### config.mk
export PLATFORM = sky130hd
export DESIGN_NAME = digdug_hiscore_xfer_flat
export DESIGN_NICKNAME = d
export VERILOG_FILES = /design/src/rtl/digdug_hiscore_xfer_if.sv /design/src/rtl/digdug_hiscore_xfer.sv /design/src/flat_wrapper.sv
export SDC_FILE = /design/constraint.sdc
export NUM_CORES = 1
export LEC_CHECK = 0
export CAP_MARGIN = 10
export CORE_MARGIN = 1
export CORE_UTILIZATION = 54
export CTS_CLUSTER_SIZE = 25
export DETAILED_ROUTE_END_ITERATION = 12
export GPL_TIMING_DRIVEN = 1
export PLACE_DENSITY = 0.84
export SLEW_MARGIN = 5
export SYNTH_ARGS = -nofsm -noshare
export SYNTH_HDL_FRONTEND = slang
export SYNTH_SLANG_ARGS = --single-unit
### constraint.sdc
create_clock -name MCLK -period 5.7 [get_ports MCLK]
set_input_delay 1.71 -clock MCLK [delete_from_list [all_inputs] [get_ports MCLK]]
set_output_delay 1.71 -clock MCLK [all_outputs]
set_load 0.01 [all_outputs]
### src/rtl/digdug_hiscore_xfer_if.sv
// rtl/digdug_hiscore_xfer_if.sv - request, host buffer and core high-score port bundle
interface digdug_hiscore_xfer_if;
    logic        LOAD_REQ;
    logic        SAVE_REQ;
    logic [10:0] BUF_AD;
    logic [7:0]  BUF_RD;
    logic [7:0]  BUF_WD;
    logic        BUF_WE;
    logic [10:0] hs_address;
    logic [7:0]  hs_data_in;
    logic [7:0]  hs_data_out;
    logic        hs_write;
    logic        hs_access;
    logic        PAUSE_REQ;
    logic        BUSY;
    logic        DONE;

    modport master (
        input  LOAD_REQ, SAVE_REQ, BUF_RD, hs_data_out,
        output BUF_AD, BUF_WD, BUF_WE, hs_address, hs_data_in, hs_write,
        output hs_access, PAUSE_REQ, BUSY, DONE
    );

    modport slave (
        output LOAD_REQ, SAVE_REQ, BUF_RD, hs_data_out,
        input  BUF_AD, BUF_WD, BUF_WE, hs_address, hs_data_in, hs_write,
        input  hs_access, PAUSE_REQ, BUSY, DONE
    );
endinterface

### src/rtl/digdug_hiscore_xfer.sv
// rtl/digdug_hiscore_xfer.sv - high-score block copier between host buffer and DigDug core RAM
module digdug_hiscore_xfer #(
    parameter logic [10:0] HS_BASE = 11'h000,
    parameter logic [10:0] HS_LEN  = 11'd64,
    parameter int          RD_LAT  = 2,
    parameter int          SETTLE  = 4
) (
    input  logic                         MCLK,
    input  logic                         RESET,
    digdug_hiscore_xfer_if.master        xf
);
    typedef enum logic [2:0] {
        IDLE, SETTLE_W, LD_FETCH, LD_WRITE, SV_ADDR, SV_STORE, FIN
    } state_t;

    localparam logic [10:0] LAST_IDX    = HS_LEN - 11'd1;
    localparam logic [15:0] SETTLE_LAST = 16'(SETTLE - 1);
    localparam logic [15:0] LAT_LAST    = 16'(RD_LAT - 1);

    state_t      state_q, state_d;
    logic        dir_load_q, dir_load_d;
    logic [10:0] idx_q, idx_d;
    logic [15:0] cnt_q, cnt_d;
    logic        pause_q, pause_d, busy_q, busy_d, done_q, done_d;
    logic        access_q, access_d, hs_write_q, hs_write_d, buf_we_q, buf_we_d;
    logic [10:0] buf_ad_q, buf_ad_d, hs_addr_q, hs_addr_d;

    always_ff @(posedge MCLK or posedge RESET) begin
        if (RESET) begin
            state_q    <= IDLE;
            dir_load_q <= 1'b0;
            idx_q      <= '0;
            cnt_q      <= '0;
            pause_q    <= 1'b0;
            busy_q     <= 1'b0;
            done_q     <= 1'b0;
            access_q   <= 1'b0;
            hs_write_q <= 1'b0;
            buf_we_q   <= 1'b0;
            buf_ad_q   <= '0;
            hs_addr_q  <= '0;
        end else begin
            state_q    <= state_d;
            dir_load_q <= dir_load_d;
            idx_q      <= idx_d;
            cnt_q      <= cnt_d;
            pause_q    <= pause_d;
            busy_q     <= busy_d;
            done_q     <= done_d;
            access_q   <= access_d;
            hs_write_q <= hs_write_d;
            buf_we_q   <= buf_we_d;
            buf_ad_q   <= buf_ad_d;
            hs_addr_q  <= hs_addr_d;
        end
    end

    // cnt_q times both the pause settle window and the core read latency
    always_comb begin
        state_d    = state_q;
        dir_load_d = dir_load_q;
        idx_d      = idx_q;
        cnt_d      = cnt_q;
        case (state_q)
            IDLE: begin
                if (xf.LOAD_REQ || xf.SAVE_REQ) begin
                    state_d    = SETTLE_W;
                    dir_load_d = xf.LOAD_REQ;
                    idx_d      = '0;
                    cnt_d      = '0;
                end
            end
            SETTLE_W: begin
                if (cnt_q == SETTLE_LAST) begin
                    cnt_d   = '0;
                    state_d = dir_load_q ? LD_FETCH : SV_ADDR;
                end else begin
                    cnt_d = cnt_q + 16'd1;
                end
            end
            LD_FETCH: state_d = LD_WRITE;
            LD_WRITE: begin
                if (idx_q == LAST_IDX) begin
                    state_d = FIN;
                end else begin
                    idx_d   = idx_q + 11'd1;
                    state_d = LD_FETCH;
                end
            end
            SV_ADDR: begin
                if (cnt_q == LAT_LAST) begin
                    cnt_d   = '0;
                    state_d = SV_STORE;
                end else begin
                    cnt_d = cnt_q + 16'd1;
                end
            end
            SV_STORE: begin
                if (idx_q == LAST_IDX) begin
                    state_d = FIN;
                end else begin
                    idx_d   = idx_q + 11'd1;
                    state_d = SV_ADDR;
                end
            end
            FIN:     state_d = IDLE;
            default: state_d = IDLE;
        endcase
    end

    // Outputs are decoded from the next state so every strobe leaves a flop
    always_comb begin
        pause_d    = (state_d != IDLE) && (state_d != FIN);
        busy_d     = (state_d != IDLE);
        done_d     = (state_d == FIN);
        access_d   = (state_d == LD_FETCH) || (state_d == LD_WRITE) ||
                     (state_d == SV_ADDR)  || (state_d == SV_STORE);
        hs_write_d = (state_d == LD_WRITE);
        buf_we_d   = (state_d == SV_STORE);
        buf_ad_d   = ((state_d == LD_FETCH) || (state_d == SV_STORE)) ? idx_d : 11'd0;
        hs_addr_d  = ((state_d == LD_WRITE) || (state_d == SV_ADDR) || (state_d == SV_STORE))
                     ? HS_BASE + idx_d : 11'd0;
    end

    assign xf.PAUSE_REQ  = pause_q;
    assign xf.BUSY       = busy_q;
    assign xf.DONE       = done_q;
    assign xf.hs_access  = access_q;
    assign xf.hs_write   = hs_write_q;
    assign xf.BUF_WE     = buf_we_q;
    assign xf.BUF_AD     = buf_ad_q;
    assign xf.hs_address = hs_addr_q;
    assign xf.hs_data_in = hs_write_q ? xf.BUF_RD : 8'h00;
    assign xf.BUF_WD     = buf_we_q ? xf.hs_data_out : 8'h00;
endmodule

### src/flat_wrapper.sv
// flat-port wrapper written by rule: the top's interface ports become plain ports
module digdug_hiscore_xfer_flat 
#(
    parameter logic [10:0] HS_BASE = 11'h000,
    parameter logic [10:0] HS_LEN  = 11'd64,
    parameter int          RD_LAT  = 2,
    parameter int          SETTLE  = 4
)
  (MCLK, RESET, xf_LOAD_REQ, xf_SAVE_REQ, xf_BUF_RD, xf_hs_data_out, xf_BUF_AD, xf_BUF_WD, xf_BUF_WE, xf_hs_address, xf_hs_data_in, xf_hs_write, xf_hs_access, xf_PAUSE_REQ, xf_BUSY, xf_DONE);
  digdug_hiscore_xfer_if xf_i ();
  input  logic MCLK;
  input  logic RESET;
  input wire logic [$bits(xf_i.LOAD_REQ)-1:0] xf_LOAD_REQ;
  input wire logic [$bits(xf_i.SAVE_REQ)-1:0] xf_SAVE_REQ;
  input wire logic [$bits(xf_i.BUF_RD)-1:0] xf_BUF_RD;
  input wire logic [$bits(xf_i.hs_data_out)-1:0] xf_hs_data_out;
  output wire logic [$bits(xf_i.BUF_AD)-1:0] xf_BUF_AD;
  output wire logic [$bits(xf_i.BUF_WD)-1:0] xf_BUF_WD;
  output wire logic [$bits(xf_i.BUF_WE)-1:0] xf_BUF_WE;
  output wire logic [$bits(xf_i.hs_address)-1:0] xf_hs_address;
  output wire logic [$bits(xf_i.hs_data_in)-1:0] xf_hs_data_in;
  output wire logic [$bits(xf_i.hs_write)-1:0] xf_hs_write;
  output wire logic [$bits(xf_i.hs_access)-1:0] xf_hs_access;
  output wire logic [$bits(xf_i.PAUSE_REQ)-1:0] xf_PAUSE_REQ;
  output wire logic [$bits(xf_i.BUSY)-1:0] xf_BUSY;
  output wire logic [$bits(xf_i.DONE)-1:0] xf_DONE;
  assign xf_i.LOAD_REQ = xf_LOAD_REQ;
  assign xf_i.SAVE_REQ = xf_SAVE_REQ;
  assign xf_i.BUF_RD = xf_BUF_RD;
  assign xf_i.hs_data_out = xf_hs_data_out;
  assign xf_BUF_AD = xf_i.BUF_AD;
  assign xf_BUF_WD = xf_i.BUF_WD;
  assign xf_BUF_WE = xf_i.BUF_WE;
  assign xf_hs_address = xf_i.hs_address;
  assign xf_hs_data_in = xf_i.hs_data_in;
  assign xf_hs_write = xf_i.hs_write;
  assign xf_hs_access = xf_i.hs_access;
  assign xf_PAUSE_REQ = xf_i.PAUSE_REQ;
  assign xf_BUSY = xf_i.BUSY;
  assign xf_DONE = xf_i.DONE;
  digdug_hiscore_xfer #(.HS_BASE(HS_BASE), .HS_LEN(HS_LEN), .RD_LAT(RD_LAT), .SETTLE(SETTLE)) u_core (.MCLK(MCLK), .RESET(RESET), .xf(xf_i));
endmodule
### Word level (Yosys, flattened, before mapping)

Index checks and enable logic that the tools add are counted.

| operators by class | value |
|---|---|
| add/sub/neg operators | 2 |
| reductions and logical operators | 14 |
| equal/unequal tests | 15 |
| mux-type cells | 18 |

Operators with widths:

| cell | number |
|---|---|
| 16-bit 2-to-1 mux | 3 |
| 16-bit one-hot mux with 3 select lines | 1 |
| 11-bit 2-to-1 mux | 4 |
| 11-bit one-hot mux with 2 select lines | 1 |
| 3-bit one-hot mux with 6 select lines | 1 |
| 16-bit by 1-bit adder with 16-bit output, second input constant | 1 |
| 16-bit by 1-bit == test with 1-bit output, second input constant | 1 |
| 16-bit by 2-bit == test with 1-bit output, second input constant | 1 |
| 8-bit 2-to-1 mux | 2 |
| 3-bit == test, second input constant | 5 |
| 3-bit 2-to-1 mux | 5 |
| 3-bit by 2-bit == test with 1-bit output, second input constant | 4 |
| 11-bit by 1-bit adder with 11-bit output, second input constant | 1 |
| 11-bit by 6-bit == test with 1-bit output, second input constant | 1 |
| 1-bit logical OR | 7 |
| 3-bit nonzero test | 2 |
| 2-bit AND reduction | 2 |
| 3-bit by 1-bit == test with 1-bit output, second input constant | 1 |
| 3-bit zero test | 1 |
| 3-bit inequality test, second input constant | 1 |
| 2-bit 2-to-1 mux | 1 |
| 2-bit by 1-bit inequality test with 1-bit output, second input constant | 1 |
| 2-bit OR reduction | 1 |
| 1-bit logical AND | 1 |

| word-level totals | value |
|---|---|
| output and inout bits | 44 |
| flip-flop bits (word level) | 59 |
| input bits | 20 |
| logic and storage cells | 61 |

### Depth between registers and ports, before layout

| depth | value |
|---|---|
| word-level depth | 7 |
| gate-level depth with buffers | 8 |

### Least setup slack after synthesis

Ideal clock, no wire load.

| path | value |
|---|---|
| kind | input -> output |
| from | in xf_hs_data_out[0] |
| to | out xf_BUF_WD[0] |
| slack | 2.115 ns |
| arrival time | 1.875 ns |
| stages | 1 |
| required time | 3.990 ns |
| cells stage by stage | and2_1 |

| between the ends | value |
|---|---|
| word-level cells in the longest chain between the ends | 1 |

RTL lines:

| item | line | RTL |
|---|---|---|
| start: declaration | flat_wrapper.sv:16 | `input wire logic [$bits(xf_i.hs_data_out)-1:0] xf_hs_data_out;` |
| 8-bit 2-to-1 mux | digdug_hiscore_xfer.sv:134 | `assign xf.BUF_WD = buf_we_q ? xf.hs_data_out : 8'h00;` |
| end: declaration | flat_wrapper.sv:18 | `output wire logic [$bits(xf_i.BUF_WD)-1:0] xf_BUF_WD;` |

No other way between the ends.

### Final worst setup path

Same ends and word-level chain as after synthesis.

==> impl_metrics.xml <==
<?xml version="1.0" encoding="UTF-8"?>
<metrics>
  <group name="run_status">
    <metric name="result_of_the_run" unit="">finished, final reports clean</metric>
  </group>
  <group name="yosys">
    <metric name="postSynthAreaPerCell" unit="sq um">9.88</metric>
    <metric name="synthesis.yosys.warnings" unit="">0</metric>
    <metric name="ys_seq_elements" unit="">59</metric>
    <metric name="syn_area" unit="sq um">2820</metric>
    <metric name="async_flop_share" unit="">1.00</metric>
    <metric name="synthesis.instances" unit="">285</metric>
    <metric name="synthesis.nets" unit="">308</metric>
    <metric name="synth.distinct_cells" unit="">46</metric>
    <metric name="synth-seq-area-share" unit="">0.524</metric>
    <metric name="synthFlopType" unit="">dfrtp_1</metric>
    <metric name="synth_edf_count" unit="">0</metric>
  </group>
  <group name="power_and_ir_drop">
    <metric name="fin_total_pwr" unit="mW">1.41</metric>
    <metric name="power.density" unit="nW/um^2">384</metric>
    <metric name="static_leakage_power" unit="nW">1.66</metric>
    <metric name="irDropWorstVdd" unit="uV">229</metric>
  </group>
  <group name="sta">
    <metric name="tightest_slew" unit="ns">0.993</metric>
    <metric name="period_share" unit="">0.801</metric>
    <metric name="finalSetupViolCount" unit="">0</metric>
    <metric name="finalHoldViolCount" unit="">0</metric>
    <metric name="slew_headroom" unit="">0.335</metric>
    <metric name="rsz0062_at_grt" unit="">no</metric>
    <metric name="tns" unit="ns">0</metric>
    <metric name="slew_viol_final" unit="">0</metric>
    <metric name="final.min_clock_period" unit="ns">4.57</metric>
    <metric name="fmax" unit="MHz">219</metric>
    <metric name="final.setup_skew" unit="ns">0.00982</metric>
  </group>
  <group name="worst_setup_path">
    <metric name="crit_fanout" unit="">1</metric>
    <metric name="worst_setup_path_end_kind" unit="">output port</metric>
    <metric name="data_arrival_time_of_the_critical_path" unit="ns">2.86</metric>
    <metric name="critical-path-slowest-cell" unit="">clkdlybuf4s50_1</metric>
    <metric name="crit_chain" unit="">clkdlybuf4s50_1 -&gt; and2_1 -&gt; clkdlybuf4s50_1</metric>
    <metric name="worst-setup-path-type" unit="">input port to output port</metric>
    <metric name="worst_setup_path_start_kind" unit="">input port</metric>
    <metric name="worst_ep_required_time" unit="ns">3.99</metric>
    <metric name="max_incr_delay_on_cp" unit="ns">0.54</metric>
    <metric name="cp_common_cell" unit="">clkdlybuf4s50_1</metric>
  </group>
  <group name="grt">
    <metric name="grt_first_pass_wirelength" unit="um">9420</metric>
    <metric name="grt_pass1_vias" unit="">2134</metric>
    <metric name="groute.usage.overall" unit="">0.231</metric>
    <metric name="grt-ovfl-total" unit="">0</metric>
    <metric name="antenna_found_initial" unit="">0</metric>
    <metric name="pin_count_of_the_biggest_net_entering_global_routing" unit="">60</metric>
  </group>
  <group name="route">
    <metric name="detail_route.vias_per_cell" unit="">5.45</metric>
    <metric name="drt_drc_violations_left" unit="">0</metric>
    <metric name="wirelength" unit="um">6040</metric>
    <metric name="avgRoutedWirePerCell" unit="um">14.4</metric>
    <metric name="via_count" unit="">2291</metric>
    <metric name="drtAntennaViolNets" unit="">0</metric>
    <metric name="drt_iter0_drc" unit="">263</metric>
    <metric name="firstDrtPassIters" unit="">4</metric>
  </group>
  <group name="job">
    <metric name="max_cap_violations" unit="">0</metric>
  </group>
  <group name="clocking">
    <metric name="clockRootBuffer" unit="">clkbuf_8</metric>
    <metric name="clkTransAtPathRegs" unit="ns">0.06</metric>
    <metric name="cts-resized-gates" unit="">0</metric>
    <metric name="cts_made_buffers" unit="">9</metric>
    <metric name="post_cts.repair.setup_buffers" unit="">0</metric>
    <metric name="hold_buffers" unit="">0</metric>
    <metric name="cts_htree_levels" unit="">3</metric>
    <metric name="clock_latency" unit="ns">0.34</metric>
    <metric name="clk_path_buf_depth" unit="">2</metric>
    <metric name="cts.sinks" unit="">59</metric>
    <metric name="clock_tree_from_tritoncts" unit="">built</metric>
  </group>
  <group name="floorplanning">
    <metric name="boundaryPins" unit="">64</metric>
    <metric name="die-area" unit="sq um">5510</metric>
    <metric name="placementRows" unit="">25</metric>
    <metric name="initial_util" unit="">0.577</metric>
    <metric name="die_height" unit="um">74.2</metric>
    <metric name="dieWidth" unit="um">74.2</metric>
    <metric name="core_area" unit="sq um">4880</metric>
  </group>
  <group name="place">
    <metric name="post-dp-hpwl" unit="um">4180</metric>
    <metric name="finalWeightedCongestion" unit="">0.907</metric>
    <metric name="numPortBuffers" unit="">63</metric>
  </group>
  <group name="final_layout">
    <metric name="multi_input_area" unit="sq um">1190</metric>
    <metric name="area_growth" unit="%">30.8</metric>
    <metric name="post_route_cells_drive_above_1_share" unit="">0.110</metric>
    <metric name="final_common_cell" unit="">clkdlybuf4s50_1</metric>
    <metric name="layout.cells.most_common_list" unit="">clkdlybuf4s50_1 (63), dfrtp_1 (59), nor2_1 (38)</metric>
    <metric name="final.fill_count" unit="">365</metric>
    <metric name="layout.nets" unit="">372</metric>
    <metric name="n_antenna_cell" unit="">0</metric>
    <metric name="area.sequential" unit="sq um">1480</metric>
  </group>
  <group name="hold_path">
    <metric name="min-delay-path-class" unit="">flip-flop to flip-flop</metric>
  </group>
</metrics>
-- registers in the layout, summed over array words and instances, names as in the netlist --
register / count
u_core.state_q: 3
u_core.idx_q: 11
u_core.xf.hs_access: 1
u_core.xf.PAUSE_REQ: 1
u_core.xf.hs_write: 1
u_core.xf.BUSY: 1
u_core.xf.hs_address: 11
u_core.cnt_q: 16
u_core.dir_load_q: 1
u_core.xf.DONE: 1
u_core.xf.BUF_AD: 11
u_core.xf.BUF_WE: 1
-- synthesized netlist by cell type (2+ instances only) --
cell       n  area (sq um)
nand2_1   21          78.8
nor2_4     2          22.5
xor2_1     9          78.8
and4_1     2          17.5
nand3_1    8          40.0
a21o_1     2          15.0
ha_1       3          37.5
buf_6      2          22.5
nor3_1    11          55.1
o21ai_0    8          40.0
and2_1    19           119
or4_4      2          22.5
nor2_2     9          56.3
mux2_2     2          22.5
buf_2      5          25.0
a22o_1     2          17.5
a22oi_1    5          37.5
a21oi_1    7          35.0
o211ai_1   3          22.5
nand4_1    5          31.3
buf_4      2          15.0
inv_1     21          78.8
nor4_1    10          62.6
dfrtp_1   59          1480
nor2_1    38           143
clkbuf_1   2          7.51
xnor2_1    6          52.6
or2_2      2          12.5
-- cell type report --
cell class,instances,share of cell area
sequential,59,0.401
multi-input combinational,193,0.322
timing repair buffer,64,0.173
clock buffer,10,0.0374
tap,67,0.0228
inverter,22,0.0224
clock inverter,5,0.0211
-- worst paths after layout --
check | start | endpoint | slack, ns | cells past startpoint
max in group asynchronous | RESET | u_core.dir_load_q$_DFFE_PP0P_ | 3.33 | 3
hold / removal | u_core.dir_load_q$_DFFE_PP0P_ | u_core.dir_load_q$_DFFE_PP0P_ | 0.54 | 1
hold reg to reg | u_core.dir_load_q$_DFFE_PP0P_ | u_core.dir_load_q$_DFFE_PP0P_ | 0.54 | 1
setup / recovery | xf_hs_data_out[0] | xf_BUF_WD[0] | 1.13 | 3
setup reg to reg | u_core.idx_q[0]$_DFF_PP0_ | u_core.xf.BUF_AD[10]$_DFF_PP0_ | 2.81 | 6
min in group asynchronous | RESET | u_core.xf.hs_address[3]$_DFF_PP0_ | 1.89 | 3
-- cell families after synthesis --
family          after synthesis  share of synthesized area
flops                        59                      0.524
buf+inv                      33                     0.0542
fa+ha+maj                     3                     0.0133
xor+xnor                     16                     0.0524
mux                           2                    0.00800
simple gates                135                      0.256
compound gates               37                     0.0920
-- power by group --
| part | switching [mW] | internal, mW |
|---|---|---|
| registers | 0.0733 | 0.468 |
| logic | 0.273 | 0.188 |
| clock network | 0.157 | 0.254 |
-- worst max-delay path: cells and delay by family --
family | cells | cell delay [ns]
buf+inv | 2 | 1.01
simple gates | 1 | 0.14
-- per-layer routing --
layer  track usage  vias up  wire length, um
met5             0        -                0
met4        0.0943        0               75
met3        0.0678       11              463
met2         0.399       93             2950
met1         0.273     1093             2560
li1              -     1094                -
-- stage by stage --
| step | utilization | worst slack [ns] | instances | cell area (sq um) | hold WS (ns) |
|---|---|---|---|---|---|
| after floorplan | - | 2.12 | 285 | 2820 | 0.488 |
| after detailed placement | 0.711 | 1.12 | 405 | 3470 | 0.523 |
| after global placement | 0.711 | 1.17 | 405 | 3470 | 0.513 |
| after CTS | 0.755 | 1.12 | 420 | 3680 | 0.539 |
| after global routing | 0.755 | 1.10 | 420 | 3680 | 0.571 |
| final | 0.755 | 1.13 | 420 | 3680 | 0.541 |
(Power assumes the default switching activity.)
